==> src/rtl/sbox_column_scheduler.sv <==
// sbox_column_scheduler
// Time-shares one combinational 32-bit S-box column between two requesters.
// The round datapath's SubBytes needs four column passes over the 128-bit state.
// The key schedule's SubWord needs one pass over a single word.
// A key lookup happens in its own handshake cycle. When it lands while the state
// engine is running, it takes that cycle's S-box slot and the current column
// simply waits one cycle.
module sbox_column_scheduler #(
    parameter int KEY_PRIORITY = 1
) (
    input  logic         clk,
    input  logic         rst_n,
    input  logic         st_valid,
    output logic         st_ready,
    input  logic [127:0] st_in,
    output logic         st_out_valid,
    input  logic         st_out_ready,
    output logic [127:0] st_out,
    input  logic         kw_valid,
    output logic         kw_ready,
    input  logic [31:0]  kw_in,
    output logic         kw_out_valid,
    input  logic         kw_out_ready,
    output logic [31:0]  kw_out,
    output logic [31:0]  sb_in,
    input  logic [31:0]  sb_out
);

    localparam logic [1:0] ST_IDLE = 2'd0;
    localparam logic [1:0] ST_RUN  = 2'd1;
    localparam logic [1:0] ST_DONE = 2'd2;

    logic [1:0]   state_q, state_d;
    logic [1:0]   col_q, col_d;
    logic [127:0] st_buf_q, st_buf_d;
    logic [127:0] st_res_q, st_res_d;
    logic         st_out_valid_q, st_out_valid_d;
    logic [31:0]  kw_out_q, kw_out_d;
    logic         kw_out_valid_q, kw_out_valid_d;

    logic         key_open;
    logic         kw_grant;
    logic         st_accept;
    logic         col_step;
    logic [31:0]  cur_column;

    // Handshake readiness.
    // Readies are forced low while reset is asserted so that nothing is granted
    // and the S-box input stays at zero.
    // A held key result always blocks new key requests.
    always_comb begin
        key_open  = (KEY_PRIORITY != 0) ? 1'b1 : (state_q != ST_RUN);
        kw_ready  = rst_n && !kw_out_valid_q && key_open;
        st_ready  = rst_n && (state_q == ST_IDLE);
        kw_grant  = kw_valid && kw_ready;
        st_accept = st_valid && st_ready;
        col_step  = (state_q == ST_RUN) && !kw_grant;
    end

    // Pick the buffered state column addressed by the column counter.
    // Column 0 is the most significant word.
    always_comb begin
        case (col_q)
            2'd0:    cur_column = st_buf_q[127:96];
            2'd1:    cur_column = st_buf_q[95:64];
            2'd2:    cur_column = st_buf_q[63:32];
            default: cur_column = st_buf_q[31:0];
        endcase
    end

    // Shared S-box input mux.
    // A granted key word wins; otherwise the running column is presented; otherwise zero.
    always_comb begin
        sb_in = 32'h0;
        if (kw_grant) begin
            sb_in = kw_in;
        end else if (state_q == ST_RUN) begin
            sb_in = cur_column;
        end
    end

    // State engine next-state logic.
    // Load the buffer, substitute one column per free cycle, then hold the result until it is consumed.
    always_comb begin
        state_d        = state_q;
        col_d          = col_q;
        st_buf_d       = st_buf_q;
        st_res_d       = st_res_q;
        st_out_valid_d = st_out_valid_q;
        case (state_q)
            ST_IDLE: begin
                if (st_accept) begin
                    state_d  = ST_RUN;
                    col_d    = 2'd0;
                    st_buf_d = st_in;
                end
            end
            ST_RUN: begin
                if (col_step) begin
                    case (col_q)
                        2'd0:    st_res_d[127:96] = sb_out;
                        2'd1:    st_res_d[95:64]  = sb_out;
                        2'd2:    st_res_d[63:32]  = sb_out;
                        default: st_res_d[31:0]   = sb_out;
                    endcase
                    col_d = col_q + 2'd1;
                    if (col_q == 2'd3) begin
                        state_d        = ST_DONE;
                        st_out_valid_d = 1'b1;
                    end
                end
            end
            ST_DONE: begin
                if (st_out_ready) begin
                    state_d        = ST_IDLE;
                    st_out_valid_d = 1'b0;
                end
            end
            default: begin
                state_d        = ST_IDLE;
                col_d          = 2'd0;
                st_out_valid_d = 1'b0;
            end
        endcase
    end

    // Key path next-state logic.
    // The S-box result is captured at the grant edge and held until consumed.
    always_comb begin
        kw_out_d       = kw_out_q;
        kw_out_valid_d = kw_out_valid_q;
        if (kw_grant) begin
            kw_out_d       = sb_out;
            kw_out_valid_d = 1'b1;
        end else if (kw_out_valid_q && kw_out_ready) begin
            kw_out_valid_d = 1'b0;
        end
    end

    // State registers with asynchronous reset.
    // Reset discards any in-flight work.
    always_ff @(posedge clk or negedge rst_n) begin
        if (!rst_n) begin
            state_q        <= ST_IDLE;
            col_q          <= 2'd0;
            st_buf_q       <= 128'h0;
            st_res_q       <= 128'h0;
            st_out_valid_q <= 1'b0;
            kw_out_q       <= 32'h0;
            kw_out_valid_q <= 1'b0;
        end else begin
            state_q        <= state_d;
            col_q          <= col_d;
            st_buf_q       <= st_buf_d;
            st_res_q       <= st_res_d;
            st_out_valid_q <= st_out_valid_d;
            kw_out_q       <= kw_out_d;
            kw_out_valid_q <= kw_out_valid_d;
        end
    end

    assign st_out       = st_res_q;
    assign st_out_valid = st_out_valid_q;
    assign kw_out       = kw_out_q;
    assign kw_out_valid = kw_out_valid_q;

endmodule

==> config.mk <==
export PLATFORM = sky130hd
export DESIGN_NAME = sbox_column_scheduler
export DESIGN_NICKNAME = d
export VERILOG_FILES = /design/src/rtl/sbox_column_scheduler.sv
export SDC_FILE = /design/constraint.sdc
export NUM_CORES = 1
export LEC_CHECK = 0
export ABC_CLOCK_PERIOD_IN_PS = 5400
export CAP_MARGIN = 20
export CORE_MARGIN = 10
export CORE_UTILIZATION = 30
export DETAILED_ROUTE_END_ITERATION = 7
export SYNTH_ARGS = -nofsm -noshare
export SYNTH_HDL_FRONTEND = slang
export SYNTH_SLANG_ARGS = --single-unit
==> constraint.sdc <==
create_clock -name clk -period 5.4 [get_ports clk]
set_clock_uncertainty 0.05 [all_clocks]
set_input_delay 0.81 -clock clk [delete_from_list [all_inputs] [get_ports clk]]
set_output_delay 0.81 -clock clk [all_outputs]
set_load 0.03 [all_outputs]
==> summary.md, run 1 <==
| Metric | Value |
|---|---|
| Static Leakage | `7.459 nW` |
| Clk_lat worst skew | `slightly above 0.5 ns` |
| Largest net degree at the start of global routing | `79` |
| PwrDens | `approximately 650 nW/um^2` |
| Wire per inst | `21.78 microns` |
| Distinct cells, synth | `35` |
| Mapped Nets | `between 1k and 1.5k` |
| Die Y | `about 220 microns` |
| Worst Path Required | `between 4 and 5 ns` |
| Final setup fails | `0` |
| Final WL | `a little under 40000 microns` |
| Maximum vdd drop | `approximately 0.3 mV` |
| Final TNS setup | `0 ns` |
| Setup ws final | `roughly 1.1 ns` |
| WP buf/inv | `2` |
| Reg2Reg Setup Slack | `about 2.5 ns` |
| CP endpoint kind | `output pin` |
| CTS Sinks | `294` |
| Crit-path slowest cell | `or3_2` |
| Syn avg cell area | `14.20 sq um` |
| Number of synthesis warnings | `0` |
| R2R depth | `4` |
| Yosys top cell by area | `dfrtp_1` |
| Reg2reg start | `col_q[1]` |
| Initial DRC Count | `623` |
| Worst-path clk slew | `0.05 ns` |
| FILL cells | `3810` |
| Initial antenna violation count | `4` |
| IO Port Bufs | `393` |
| Synth top area cells | `dfrtp_1 60%, mux2_2 19%, nand2_1 3.9%` |
| Routed vias/inst | `~4.8` |
| # Post-CTS Setup Buffers | `0` |
| RSZ-0062 raised after global routing | `no` |
| Remaining DRCs | `0` |
| MaxCap Viol Count | `0` |
| CP startpoint kind | `primary input` |
| Cts hold-fix bufs | `0` |
| Placed cell count | `approximately 1.7k` |
| Area growth syn-to-layout | `44.06%` |
| Status | `finished clean` |
| Via count | `around 8.6k` |
| Seq/Total Area, Yosys | `0.5954` |
| Setup WS pre-CTS | `between 1 and 1.5 ns` |
| CP most frequent cell | `clkdlybuf4s50_1` |
| Largest stage delay, worst path | `0.88 ns` |
| Worst slew margin relative to its limit | `0.2868` |
| Mapped Area | `about 12000 sq um` |
| Total Die Area | `~50000 sq um` |
| Final hold slack | `approximately 0.19 ns` |
| Gr ovfl total | `0` |
| Hold Vio Cnt, Final | `0` |
| CTS Buf Count | `34` |
| Max-slew violation count | `0` |
| Most frequent cells in the layout | `392 x clkdlybuf4s50_1, 294 x dfrtp_1, 213 x mux2_2` |
| Worst Max-Slew Pin Slew | `about 1.1 ns` |
| Fin cells | `about 1.8k` |
| Share of cells above drive strength 1 | `0.2699` |
| Crit Path Class | `in2out` |
| Horiz. Die Dim | `223.0 microns` |
| H-tree depth reported by CTS | `2` |
| Worst EP arrival | `roughly 3.5 ns` |
| Clk buf depth | `3` |
| Achievable clock frequency | `between 200 and 250 MHz` |
| Worst min-delay path class | `in2async` |
| Initial core utilization | `0.3033` |
| Final HPWL DP | `about 28000 microns` |
| Crit share post-route | `0.8008` |
| CTS tree | `built` |
| R2r endpoint | `st_out[101]` |
| Most common cell after layout, fill and taps aside | `clkdlybuf4s50_1` |
| Syn Inst Count | `between 800 and 900` |
| Root Buffer | `clkbuf_16` |
| Synth top area share | `0.5954` |
| Total Power | `around 0.012 W` |
| # nets final | `between 1k and 1.5k` |
| Global-route usage over all layers | `0.1526` |
| Yosys reg bits | `294` |
| First-pass GRT wire length | `about 60000 microns` |
| Minimum clock period after layout | `~4.3 ns` |
| Vias in the first global route | `9270` |
| CTS resizes | `0` |
| Final ANT Viol Nets | `0` |
| RePlAce Congestion | `0.7470` |
| Num ports | `394` |
| Critical path cell sequence | `clkdlybuf4s50_1, and3b_2, or3_2, o211ai_2, clkdlybuf4s50_1` |
| 1st-pass router iterations | `6` |
| Core Region | `~41000 sq um` |
| Row cnt | `74` |
| Max Fanout on Critical Path | `32` |
| CP top delay family | `buffers and inverters` |
[metrics by stage]
step	utilization	instance area, sq um
after floorplan	-	12360
final	0.4369	17800
after global placement	0.4089	16660
after CTS	0.4366	17790
after global routing	0.4368	17800
after detailed placement	0.4089	16660
[worst max path at each step]
| stage | startpoint | to | slack, ns | depth (start not counted) |
|---|---|---|---|---|
| floorplan | kw_valid | sb_in[0] | 2.45 | 5 |
| global placement | kw_valid | sb_in[3] | 1.14 | 5 |
| detailed placement | kw_valid | sb_in[3] | 1.09 | 5 |
| CTS | kw_valid | sb_in[3] | 1.09 | 5 |
| global route | kw_valid | sb_in[3] | 1.01 | 5 |
| finish | kw_valid | sb_in[3] | 1.08 | 5 |
[cell usage after synthesis]
master,instances
o32ai_1,1
buf_1,3
nor2b_1,1
nand2_1,128
and2_1,1
nand2b_1,1
nor3_1,1
o211ai_1,2
o21ai_0,2
and2b_1,1
nand3_1,32
nor3b_2,1
nand3b_1,1
buf_6,17
nor2_1,1
buf_4,11
o22ai_1,1
and3b_1,3
mux2_2,213
a21o_1,3
buf_2,8
or2_2,1
and2_4,1
a21oi_1,1
mux2i_1,1
a222oi_1,32
mux2_1,15
clkbuf_1,24
mux2_4,28
or3_1,1
o211ai_2,30
inv_1,3
dfrtp_1,294
and3_1,3
ha_1,4
[area by class of cell]
cell class              instances  area [sq um]  share of cell area
clock buffers                  55          1084             0.06087
repair buffers                405          4041              0.2270
well taps                     532         665.6             0.03739
inverters                       3         11.26           0.0006326
multi-input cells             510          4582              0.2574
flip-flops and latches        294          7357              0.4133
diodes                          6         15.01           0.0008435
clock inverters                 4         45.04            0.002530
[cell families after synthesis]
kind of cell	share of synthesized area
flip-flops	0.5954
multiplexers	0.2426
AND/OR/NAND/NOR	0.06167
AO/OA/AOI/OAI	0.06177
buffers and inverters	0.03453
adder cells (fa/ha/maj)	0.004050
[power breakdown]
part           switching (W)  total [W]  internal, W
clock network       0.000893    0.00231      0.00142
registers           0.000561    0.00382      0.00325
logic                0.00287    0.00538      0.00251
total                0.00432     0.0115      0.00718
[state kept, by name, summed over array words and instances, names as in the netlist]
signal        cells
kw_out           32
st_out_valid      1
kw_out_valid      1
st_out          128
st_buf_q        128
state_q           2
col_q             2
[per-layer routing]
layer / wire length, microns / vias to the layer above / global-route usage
met3: 2735 / 47 / 0.04733
met4: 708 / 0 / 0.04512
li1: - / 3878 / -
met2: 20130 / 244 / 0.2663
met5: 0 / - / 0
met1: 15820 / 4441 / 0.1754
Power figures use the tool's default switching activity.
==> run 2: changes to the inputs <==
--- a/config.mk
+++ b/config.mk
@@ -5,7 +5,7 @@
 export SDC_FILE = /design/constraint.sdc
 export NUM_CORES = 1
 export LEC_CHECK = 0
-export ABC_CLOCK_PERIOD_IN_PS = 5400
+export ABC_CLOCK_PERIOD_IN_PS = 3480
 export CAP_MARGIN = 20
 export CORE_MARGIN = 10
 export CORE_UTILIZATION = 30
==> constraint.sdc (replaced) <==
create_clock -name clk -period 3.48 [get_ports clk]
set_clock_uncertainty 0.05 [all_clocks]
set_input_delay 0.522 -clock clk [delete_from_list [all_inputs] [get_ports clk]]
set_output_delay 0.522 -clock clk [all_outputs]
set_load 0.03 [all_outputs]
==> run 2 against run 1 <==
Net effect:
- wire length down 1.1%
- total power up 56%
- critical path depth unchanged
- worst setup slack worse by 0.68 ns
- highest routed layer is now met5
- worst hold slack worse by 0.15 ns
- flip-flop and latch count unchanged
- critical path type is now reg2out
- combinational power up 56%
- largest power group unchanged
- critical endpoint is now sb_in[0]
- final cell count up 0.39%
- via count up 0.64%
==> summary.md, run 2 (synthesis results as in run 1) <==
| Metric | Value |
|---|---|
| Status | `finished clean` |
| Placed Area | `approximately 17000 sq um` |
| Static Leakage | `about 7.6 nW` |
| Total Power | `approximately 0.018 W` |
| PwrDens | `1002 nW/um^2` |
| Switch Pwr | `about 0.0068 W` |
| Most common cell after layout, fill and taps aside | `clkdlybuf4s50_1` |
| Total Die Area | `approximately 50000 sq um` |
| Global route hottest layer | `met2` |
| 1st-pass router iterations | `8` |
| Initial antenna violation count | `3` |
| Final ANT Viol Nets | `0` |
| Reg2Reg Setup Slack | `1.25 ns` |
| CP most frequent cell | `buf_4` |
| Maximum vdd drop | `0.3934 mV` |
| M3 GR Usage | `0.05073` |
| Clk_lat worst skew | `roughly 0.53 ns` |
| Num ports | `about 390` |
| Most frequent cells in the layout | `360 x clkdlybuf4s50_1, 294 x dfrtp_1, 213 x mux2_2` |
| Worst min-delay path class | `in2async` |
| Final WL | `between 30000 and 40000 microns` |
| CP startpoint kind | `flop` |
| # nets final | `1460` |
| Largest net degree at the start of global routing | `approximately 160` |
| Global-route usage over all layers | `0.1512` |
| Worst Max-Slew Pin Slew | `0.9183 ns` |
| Flop pwr share | `0.330` |
| R2R depth | `5` |
| RePlAce Congestion | `between 0.7 and 0.8` |
| First-pass GRT wire length | `just under 60000 microns` |
| Hold Vio Cnt, Final | `0` |
| Die Y | `223.0 microns` |
| Root Buffer | `clkbuf_16` |
| Remaining DRCs | `0` |
| Net Sw Frac | `0.3760` |
| Largest stage delay, worst path | `0.52 ns` |
| Clk buf depth | `3` |
| Core Region | `just over 40000 sq um` |
| Worst EP arrival | `roughly 2.5 ns` |
| Vias in the first global route | `about 9k` |
| Reg2reg start | `kw_out_valid` |
| Fin area | `17930 sq um` |
| CTS resizes | `0` |
| Crit Path Class | `reg2out` |
| Crit-path slowest cell | `dfrtp_1` |
| Final HPWL DP | `28270 microns` |
| MaxCap Viol Count | `0` |
| Crit share post-route | `0.8853` |
| Gr ovfl total | `0` |
| Max Fanout on Critical Path | `32` |
| Final setup fails | `0` |
| Logic gate share of total power | `0.468` |
| Area growth syn-to-layout | `45.11%` |
| Horiz. Die Dim | `223.0 microns` |
| CTS Sinks | `294` |
| Row cnt | `74` |
| Share of cells above drive strength 1 | `0.3016` |
| Worst Path Required | `2.91 ns` |
| CTS tree | `built` |
| Via count | `between 8k and 9k` |
| H-tree depth reported by CTS | `2` |
| Clock network fraction of total power | `0.202` |
| Minimum clock period after layout | `3.081 ns` |
| Wire per inst | `21.45 microns` |
| R2r endpoint | `st_out[102]` |
| Achievable clock frequency | `324.6 MHz` |
| Cell internal pwr | `approximately 0.011 W` |
| CTS Buf Count | `35` |
| IO Port Bufs | `393` |
| Routed vias/inst | `4.771` |
| Initial core utilization | `0.3033` |
| CP endpoint kind | `output pin` |
| Max-slew violation count | `0` |
| Grt met1 use | `0.1750` |
| # Post-CTS Setup Buffers | `0` |
| Met2 Use GR | `0.2611` |
| Worst slew margin relative to its limit | `0.3878` |
| Cts hold-fix bufs | `0` |
| RSZ-0062 raised after global routing | `no` |
| Initial DRC Count | `~590` |
| Fin util | `0.4401` |
| Final TNS setup | `0 ns` |
| Worst-path clk slew | `roughly 0.06 ns` |
| Critical path cell sequence | `and3b_2, or3_2, buf_4, o211ai_1, buf_4` |
==> run 2: cell count changes in the layout (fill, tap and decap cells not counted), sizes merged <==
cell           previous run  this run
clkbuf                   55        53
diode                     6         1
clkdlybuf4s50           392       360
inv                       3         6
clkinvlp                  0         1
buf                      13        54
bufinv                    1         2
==> run 2: how the worst max path moves through the flow <==
| stage | startpoint | to | slack (ns) | cells past startpoint |
|---|---|---|---|---|
| finish | kw_out_valid | sb_in[0] | 0.40 | 5 |
| global route | state_q[1] | sb_in[0] | 0.27 | 5 |
| CTS | kw_out_valid | sb_in[31] | 0.35 | 5 |
| detailed placement | kw_valid | sb_in[31] | 0.51 | 6 |
| global placement | kw_valid | sb_in[0] | 0.55 | 6 |
| floorplan | kw_out_valid | sb_in[0] | 1.05 | 5 |
==> run 2: critical path, delay by kind of cell, from the launching register on <==
kind            cells  cell delay, ns
simple gates        2            0.70
buf+inv             2            0.49
compound gates      1            0.24
flops               1            0.52
==> run 2: power groups by stage <==
stage	Sequential, W	Clock (W)	Combinational [W]
2_1_floorplan	0.00746	0	0.00355
3_3_place_gp	0.00593	0	0.00847
3_5_place_dp	0.00598	0	0.00855
4_1_cts	0.00594	0.00376	0.00857
5_1_grt	0.00614	0.00390	0.00888
6_report	0.00592	0.00362	0.00841
==> run 2: final cells by class <==
class	instances	area (sq um)
diodes	1	2.502
repair buffers	414	4167
multi-input cells	510	4582
fillers	3799	22810
clock inverters	9	112.6
clock buffers	53	1033
flip-flops and latches	294	7357
well taps	532	665.6
inverters	3	11.26
==> run 2: routing by layer <==
metal / part of all wire / vias to the layer above
met5: 0.00090 / -
met4: 0.018 / 4
met3: 0.071 / 47
met2: 0.51 / 265
met1: 0.40 / 4458
li1: - / 3891
==> run 2: through the flow <==
step | std cells | hold slack, ns | setup WS, ns
finish | 1816 | 0.04476 | 0.3990
global route | 1816 | 0.1243 | 0.2684
CTS | 1815 | 0.1178 | 0.3490
detailed placement | 1753 | 0.4117 | 0.5132
global placement | 1753 | 0.4080 | 0.5505
floorplan | 870 | 0.1764 | 1.049
